--- src/rtl/p_i_cache_ctrl_nway.sv ---
// p_i_cache_ctrl_nway: control FSM for an N-way set-associative instruction
// cache with tree-PLRU replacement, blocking line fill and a set-by-set
// invalidate-all flush. All outputs are combinational from state and inputs.
module p_i_cache_ctrl_nway #(
   parameter int NUM_WAYS = 4,
   parameter int NUM_SETS = 8
) (
   input  logic                        clk,
   input  logic                        rst,
   input  logic                        mem_read,
   output logic                        mem_resp,
   output logic                        pmem_read,
   input  logic                        pmem_resp,
   input  logic                        hit_in,
   input  logic [NUM_WAYS-1:0]         hit_way,
   input  logic [NUM_WAYS-1:0]         valid_out,
   input  logic [NUM_WAYS-2:0]         plru_in,
   input  logic                        flush,
   output logic [NUM_WAYS-1:0]         valid_load,
   output logic                        valid_datain,
   output logic [NUM_WAYS-1:0]         tag_load,
   output logic [NUM_WAYS-1:0]         data_fill_we,
   output logic                        plru_load,
   output logic [NUM_WAYS-2:0]         plru_datain,
   output logic                        load_pipe_reg,
   output logic [1:0]                  addr_sel,
   output logic [$clog2(NUM_SETS)-1:0] flush_idx,
   output logic                        flush_busy
);

   localparam int WAY_W = $clog2(NUM_WAYS);
   localparam int IDX_W = $clog2(NUM_SETS);

   localparam logic [1:0] S_LOOKUP = 2'd0;
   localparam logic [1:0] S_MISS   = 2'd1;
   localparam logic [1:0] S_FLUSH  = 2'd2;

   localparam logic [1:0] ADDR_CUR   = 2'd0;
   localparam logic [1:0] ADDR_PREV  = 2'd1;
   localparam logic [1:0] ADDR_FLUSH = 2'd2;

   logic [1:0]          state, state_next;
   logic                pending, pending_next;
   logic [IDX_W-1:0]    flush_idx_next;
   logic [WAY_W-1:0]    hit_idx;
   logic [WAY_W-1:0]    victim;
   logic [NUM_WAYS-1:0] victim_oh;

   // Tree layout: node 0 is the root, node n has children 2n+1 / 2n+2, and a
   // bit of 1 means the victim lies in the right subtree. Touching way w makes
   // every node on its path point away from w.
   function automatic logic [NUM_WAYS-2:0] plru_update(input logic [NUM_WAYS-2:0] p,
                                                       input logic [WAY_W-1:0]    w);
      logic [NUM_WAYS-2:0] r;
      int node;
      r = p;
      for (int l = 0; l < WAY_W; l++) begin
         node = (1 << l) - 1 + int'(w >> (WAY_W - l));
         r[node] = ~w[WAY_W-1-l];
      end
      return r;
   endfunction

   // Follow the tree bits from the root down to a leaf.
   function automatic logic [WAY_W-1:0] plru_victim(input logic [NUM_WAYS-2:0] p);
      int node;
      node = 0;
      for (int l = 0; l < WAY_W; l++) begin
         node = 2 * node + 1 + int'(p[node]);
      end
      return WAY_W'(node - (NUM_WAYS - 1));
   endfunction

   // One-hot hit vector to way index.
   always_comb begin
      hit_idx = '0;
      for (int i = 0; i < NUM_WAYS; i++) begin
         if (hit_way[i]) hit_idx = WAY_W'(i);
      end
   end

   // Victim: lowest invalid way, otherwise the PLRU tree walk.
   always_comb begin
      victim = plru_victim(plru_in);
      for (int i = NUM_WAYS - 1; i >= 0; i--) begin
         if (!valid_out[i]) victim = WAY_W'(i);
      end
      victim_oh = {{(NUM_WAYS-1){1'b0}}, 1'b1} << victim;
   end

   // Next-state and output decode; reset forces the idle output pattern.
   always_comb begin
      // NOTE: every output and next-state value gets a default first, so no
      // path through the case below can leave one unassigned and infer a latch.
      state_next     = state;
      pending_next   = pending;
      flush_idx_next = flush_idx;
      mem_resp       = 1'b0;
      pmem_read      = 1'b0;
      valid_load     = '0;
      valid_datain   = 1'b0;
      tag_load       = '0;
      data_fill_we   = '0;
      plru_load      = 1'b0;
      plru_datain    = '0;
      load_pipe_reg  = 1'b1;
      addr_sel       = ADDR_CUR;
      flush_busy     = 1'b0;

      if (!rst) begin
         case (state)
            S_LOOKUP: begin
               if (mem_read && hit_in) begin
                  mem_resp    = 1'b1;
                  plru_load   = 1'b1;
                  plru_datain = plru_update(plru_in, hit_idx);
               end else if (mem_read) begin
                  // Freeze the pipeline on the missing address.
                  load_pipe_reg = 1'b0;
                  addr_sel      = ADDR_PREV;
                  state_next    = S_MISS;
               end
               // A flush wins over a miss; the miss is retried afterwards.
               if (flush) state_next = S_FLUSH;
            end

            S_MISS: begin
               pmem_read     = 1'b1;
               addr_sel      = ADDR_PREV;
               load_pipe_reg = 1'b0;
               if (pmem_resp) begin
                  tag_load     = victim_oh;
                  valid_load   = victim_oh;
                  data_fill_we = victim_oh;
                  valid_datain = 1'b1;
                  plru_load    = 1'b1;
                  plru_datain  = plru_update(plru_in, victim);
                  pending_next = 1'b0;
                  state_next   = (pending || flush) ? S_FLUSH : S_LOOKUP;
               end else if (flush) begin
                  pending_next = 1'b1;
               end
            end

            S_FLUSH: begin
               flush_busy    = 1'b1;
               addr_sel      = ADDR_FLUSH;
               valid_load    = '1;
               valid_datain  = 1'b0;
               plru_load     = 1'b1;
               plru_datain   = '0;
               load_pipe_reg = 1'b0;
               pending_next  = 1'b0;
               if (flush_idx == IDX_W'(NUM_SETS - 1)) begin
                  flush_idx_next = '0;
                  state_next     = S_LOOKUP;
               end else begin
                  flush_idx_next = flush_idx + 1'b1;
               end
            end

            default: state_next = S_LOOKUP;
         endcase
      end
   end

   // State, flush counter and deferred-flush flag.
   always_ff @(posedge clk or posedge rst) begin
      // NOTE: sequential state uses non-blocking assignments so every register
      // samples the pre-edge values regardless of statement order.
      if (rst) begin
         state     <= S_LOOKUP;
         pending   <= 1'b0;
         flush_idx <= '0;
      end else begin
         state     <= state_next;
         pending   <= pending_next;
         flush_idx <= flush_idx_next;
      end
   end

endmodule

--- config.mk ---
export PLATFORM = sky130hd
export DESIGN_NAME = p_i_cache_ctrl_nway
export DESIGN_NICKNAME = d
export VERILOG_FILES = /design/src/rtl/p_i_cache_ctrl_nway.sv
export SDC_FILE = /design/constraint.sdc
export NUM_CORES = 1
export LEC_CHECK = 0
export BUFFER_PORTS_ARGS = -buffer_cell sky130_fd_sc_hd__buf_2
export CAP_MARGIN = 20
export CORE_MARGIN = 4
export CORE_UTILIZATION = 45
export CTS_BUF_LIST = sky130_fd_sc_hd__clkbuf_4 sky130_fd_sc_hd__clkbuf_8
export DETAILED_ROUTE_END_ITERATION = 12
export HOLD_SLACK_MARGIN = 0.08
export PLACE_DENSITY = 0.82
export SETUP_SLACK_MARGIN = 0.1
export SLEW_MARGIN = 40
export SYNTH_ARGS = -nofsm -noshare
export SYNTH_HDL_FRONTEND = slang
export SYNTH_SLANG_ARGS = --single-unit
--- constraint.sdc ---
create_clock -name clk -period 1.9 [get_ports clk]
set_input_delay 0.38 -clock clk [delete_from_list [all_inputs] [get_ports clk]]
set_output_delay 0.38 -clock clk [all_outputs]
set_load 0.05 [all_outputs]
==> metrics.yaml, run 1 <==
run_status:
  status: "stopped before the end"
  lastStage: "5_1_grt"
  error: "[ERROR DPL-0038] Utilization greater than 100%, impossible to legalize"
clock_tree:
  cts_hold_buf: 0
  cts_buffer_depth: 2
  htree_levels: 1
  root_buffer: "clkbuf_4"
  cts_num_sinks: 6
  cts_buffers: 3
floorplanning:
  die_height_um: 49.0
  start_util_pct: 49.1
  ios: 43
  rows: 14
  die_w_um: 49.0
logic_synthesis:
  ys_seq_elements: 6
  ys_warn_count: 0
  avgSynthCellArea_um2: 8.70
  syn_inst: 87
  synthesis.area_um2: 757
  synth_area_leader_cell: "dfrtp_1"
  ys_seq_area_share_pct: 19.8
  ys_types: 35
  synth_nets: 111
  yosys.area.top_type_share_pct: 19.8
  synth_area_leaders: "dfrtp_1 (20%), ha_1 (12%), mux2_2 (6.0%), nor2_1 (5.0%), nor2b_1 (4.1%)"
global_route:
  grt_max_degree: 12
placement:
  place.gp.congestion: 0.852
  io_buffers: 41
  dp_hpwl_um: 1960
timing:
  worst-ep-kind: "top-level output"
  grt_worst_setup_endpoint: "valid_load[3]"
[per-stage QoR]
step	setup slack [ns]	utilization (%)	TNS (ns)	std cells	area, um2
CTS	-0.170	94.5	-2.02	166	1460
floorplan	-0.111	-	-0.674	87	916
global placement	-0.0954	80.5	-0.453	159	1240
detailed placement	-0.135	80.5	-0.595	159	1240
[cells in the mapped netlist, drive strengths merged]
cell	instances
o221a	1
a311oi	1
o221ai	1
a21boi	3
dfrtp	6
mux2i	2
and3	1
mux2	5
or3	2
nor2b	6
nand3	1
a21o	1
o2111ai	1
a32oi	1
ha	7
and2	2
a31oi	1
o21bai	1
nand2b	3
o21ai	7
nor3	2
buf	5
nand2	6
a21oi	4
nor2	11
and3b	1
inv	5
[what timing repair did]
item	in CTS
pin swaps	7
setup buffers	3
setup endpoints to repair	22
gates resized for setup	51
[kinds of logic after synthesis]
family                   after synthesis  synth area share [%]
AO/OA/AOI/OAI                         22                  23.1
adder cells (fa/ha/maj)                7                  11.6
multiplexers                           7                  10.6
AND/OR/NAND/NOR                       35                  27.8
buffers and inverters                 10                  7.11
flip-flops                             6                  19.8
==> run 2: changes to the inputs <==
==> config.mk (replaced) <==
export PLATFORM = sky130hd
export DESIGN_NAME = p_i_cache_ctrl_nway
export DESIGN_NICKNAME = d
export VERILOG_FILES = /design/src/rtl/p_i_cache_ctrl_nway.sv
export SDC_FILE = /design/constraint.sdc
export NUM_CORES = 1
export LEC_CHECK = 0
export BUFFER_PORTS_ARGS = -buffer_cell sky130_fd_sc_hd__buf_2
export CAP_MARGIN = 20
export CORE_AREA = 4 4 65 67
export DETAILED_ROUTE_END_ITERATION = 12
export DIE_AREA = 0 0 69 71
export PLACE_DENSITY_LB_ADDON = 0.15
export SLEW_MARGIN = 40
export SYNTH_ARGS = -nofsm -noshare
export SYNTH_HDL_FRONTEND = slang
export SYNTH_SLANG_ARGS = --single-unit
==> run 2 against run 1 <==
Compared with the run above:
- the flow now finishes, with violations (negative setup slack)
- synthesized area unchanged
- synthesized cell count unchanged
==> metrics.yaml, run 2 <==
run_status:
  status: "complete, but fails checks"
  violations: "negative setup slack"
final_layout:
  largest_reg_flops: 3
  fill_cells: 368
  top_register: "flush_idx"
  multiInputGateArea_um2: 716
  reg.largest.list: "flush_idx x3, state x2, pending x1"
  antenna_cells: 0
  final_cell_area_mm2: 0.00150
  drive_above_1_share_pct: 71.8
  seq_area_um2: 151
  nNetsFinal: 174
  final_cell_mix: "buf_2 (21), buf_6 (20), buf_4 (18), nor2_1 (6)"
  area_growth_pct: 98.7
  fin_cells: 197
  layout_commonest_cell: "buf_2"
setup_path:
  crit_path_end_kind: "output pin"
  slowest_stage: "dfrtp_1"
  arrival_ns: 1.63
  crit_fanout: 4
  max_stage_delay_ns: 0.38
  cp_cell_sequence: "inv_2, ha_4, nand2_4, o21bai_4, nand2b_4, a21oi_2, buf_6"
  timing.rr.end: "state[1]"
  required_ns: 1.52
  worstRegToRegCells: 7
  r2r-start: "state[0]"
  start_kind: "flop"
  ff2ff_setup_slack_ns: 0.31
  path_class: "flop to output pin"
clock_tree:
  cts_buffer_depth: 2
  cts_num_sinks: 6
  cts_tree: "built"
  clk_latency_ns: 0.22
  root_buffer: "clkbuf_8"
  clk_pin_slew_ns: 0.04
  htree_levels: 1
  cts_hold_buf: 0
  cts_buffers: 3
logic_synthesis:
  synth_edf_count: 0
  ys_seq_area_share_pct: 19.8
  ys_seq_elements: 6
  syn_inst: 87
  synth_top_family_by_area: "simple AND/OR/NAND/NOR gates"
  synth-xor-area-share_pct: 0
  synth_nets: 111
  avgSynthCellArea_um2: 8.70
  yosys.area.top_type_share_pct: 19.8
  async_reset_ff_share_pct: 100
  ys_types: 35
  synth_common_cells: "nor2_1 (10), ha_1 (7), dfrtp_1 (6), o21ai_0 (6)"
  ys_warn_count: 0
  ys.flop_type: "dfrtp_1"
  synth_area_leaders: "dfrtp_1 (20%), ha_1 (12%), mux2_2 (6.0%), nor2_1 (5.0%), nor2b_1 (4.1%)"
  muxShareOfSynthArea_pct: 10.6
  yosys.cell_count.top_type: "nor2_1"
  synth-simple-area-share_pct: 27.8
  synth-compound-area-share_pct: 23.1
  synthesis.area_um2: 757
  synthAdderAreaFrac_pct: 11.6
  synth_area_leader_cell: "dfrtp_1"
timing:
  fin_worst_skew_ns: 0.00381
  drv_slew: 0
  hold_viol_final: 0
  fin_crit_ns: 2.01
  max_clock_freq_mhz: 498
  rsz0062_at_grt: "yes"
  worstMarginPinSlew_ns: 0.287
  timing.final.ws_setup_ns: -0.107
  setup_violations: 16
  max-slew-margin-rel_pct: 80.8
  finalCritPeriodShare_pct: 106
global_route:
  grt_max_degree: 12
  grt_usage_pct: 9.62
  first_global_vias: 895
  grt_pass1_wl_um: 3920
  antenna_found_initial: 0
  grt-ovfl-total: 0
pwr:
  leakage_nw: 0.681
  ir_drop_uv: 838
  total_power_mw: 1.82
  p_per_area_mw_per_mm2: 1210
routing:
  routed_wl_um: 2300
  num_vias: 856
  wire_per_inst_um: 11.7
  first_iter_violations: 18
  drtPass1Iterations: 4
  ant_nets: 0
  route.detailed.drc: 0
  via_per_inst: 4.35
floorplanning:
  die_w_um: 69
  die_height_um: 71
  rows: 22
  ios: 43
  start_util_pct: 20.8
  core_mm2: 0.00363
  dieArea_mm2: 0.00490
placement:
  io_buffers: 41
  dp.cells: 188
  dp_hpwl_um: 2030
  placedInstanceArea_mm2: 0.00124
  place.gp.congestion: 0.774
worst_hold_path:
  hold_path.class: "input port to asynchronous set/reset pin"
job:
  max_cap_violations: 0
==> run 2: per-stage QoR <==
step	util, %	TNS, ns	setup slack (ns)	hold slack [ns]
after floorplan	-	-0.641	-0.110	0.190
after global placement	34.2	-0.351	-0.0926	0.507
after detailed placement	34.2	-0.468	-0.104	0.501
after CTS	40.6	-1.32	-0.115	0.270
after global routing	41.4	-2.36	-0.195	0.314
final	41.4	-1.16	-0.107	0.275
==> run 2: how the worst max path moves through the flow <==
stage	from	to	slack [ns]	cells after the start
6_report	state[1]	plru_datain[1]	-0.11	7
5_1_grt	state[1]	valid_load[3]	-0.19	7
4_1_cts	state[1]	plru_datain[1]	-0.11	7
3_5_place_dp	plru_in[0]	valid_load[2]	-0.10	6
3_3_place_gp	plru_in[0]	valid_load[2]	-0.09	6
2_1_floorplan	state[1]	tag_load[0]	-0.11	7
==> run 2: kinds of logic (layout without fill, tap and decap cells) <==
kind of cell / after synthesis / after routing
AO/OA/AOI/OAI: 22 / 22
adder cells (fa/ha/maj): 7 / 7
buffers and inverters: 10 / 72
flip-flops: 6 / 6
multiplexers: 7 / 7
AND/OR/NAND/NOR: 35 / 35
==> run 2: area by class of cell <==
cell class	count	area share (%)
Timing Repair Buffer	63	33.9
Inverter	5	1.41
Clock buffer	4	3.00
Multi-Input combinational cell	71	47.6
Sequential cell	6	10.1
Tap cell	48	3.99
==> run 2: what timing repair did <==
item	in CTS	in global routing
setup buffers	4	1
pin swaps	10	0
setup endpoints to repair	19	20
gates resized for setup	49	7
==> run 2: per-layer routing <==
metal	wire, um	global-route usage [%]
met1	923	10.3
met2	1240	18.1
met3	130	3.27
met4	8	2.39
met5	0	0
==> run 2: worst max-delay path, delay by kind of cell (launching register included) <==
family,cells,cell delay [ns]
DFF,1,0.38
adders and majority gates,1,0.17
and+or+nand+nor,2,0.24
AOI/OAI and AO/OA,2,0.33
buffers and inverters,2,0.29
==> run 2: power by group <==
group	total [mW]	switching (mW)	internal, mW
clock network	0.196	0.0523	0.144
logic	1.39	0.778	0.609
registers	0.238	0.0486	0.189
total	1.82	0.879	0.942
Power figures use the tool's default switching activity.
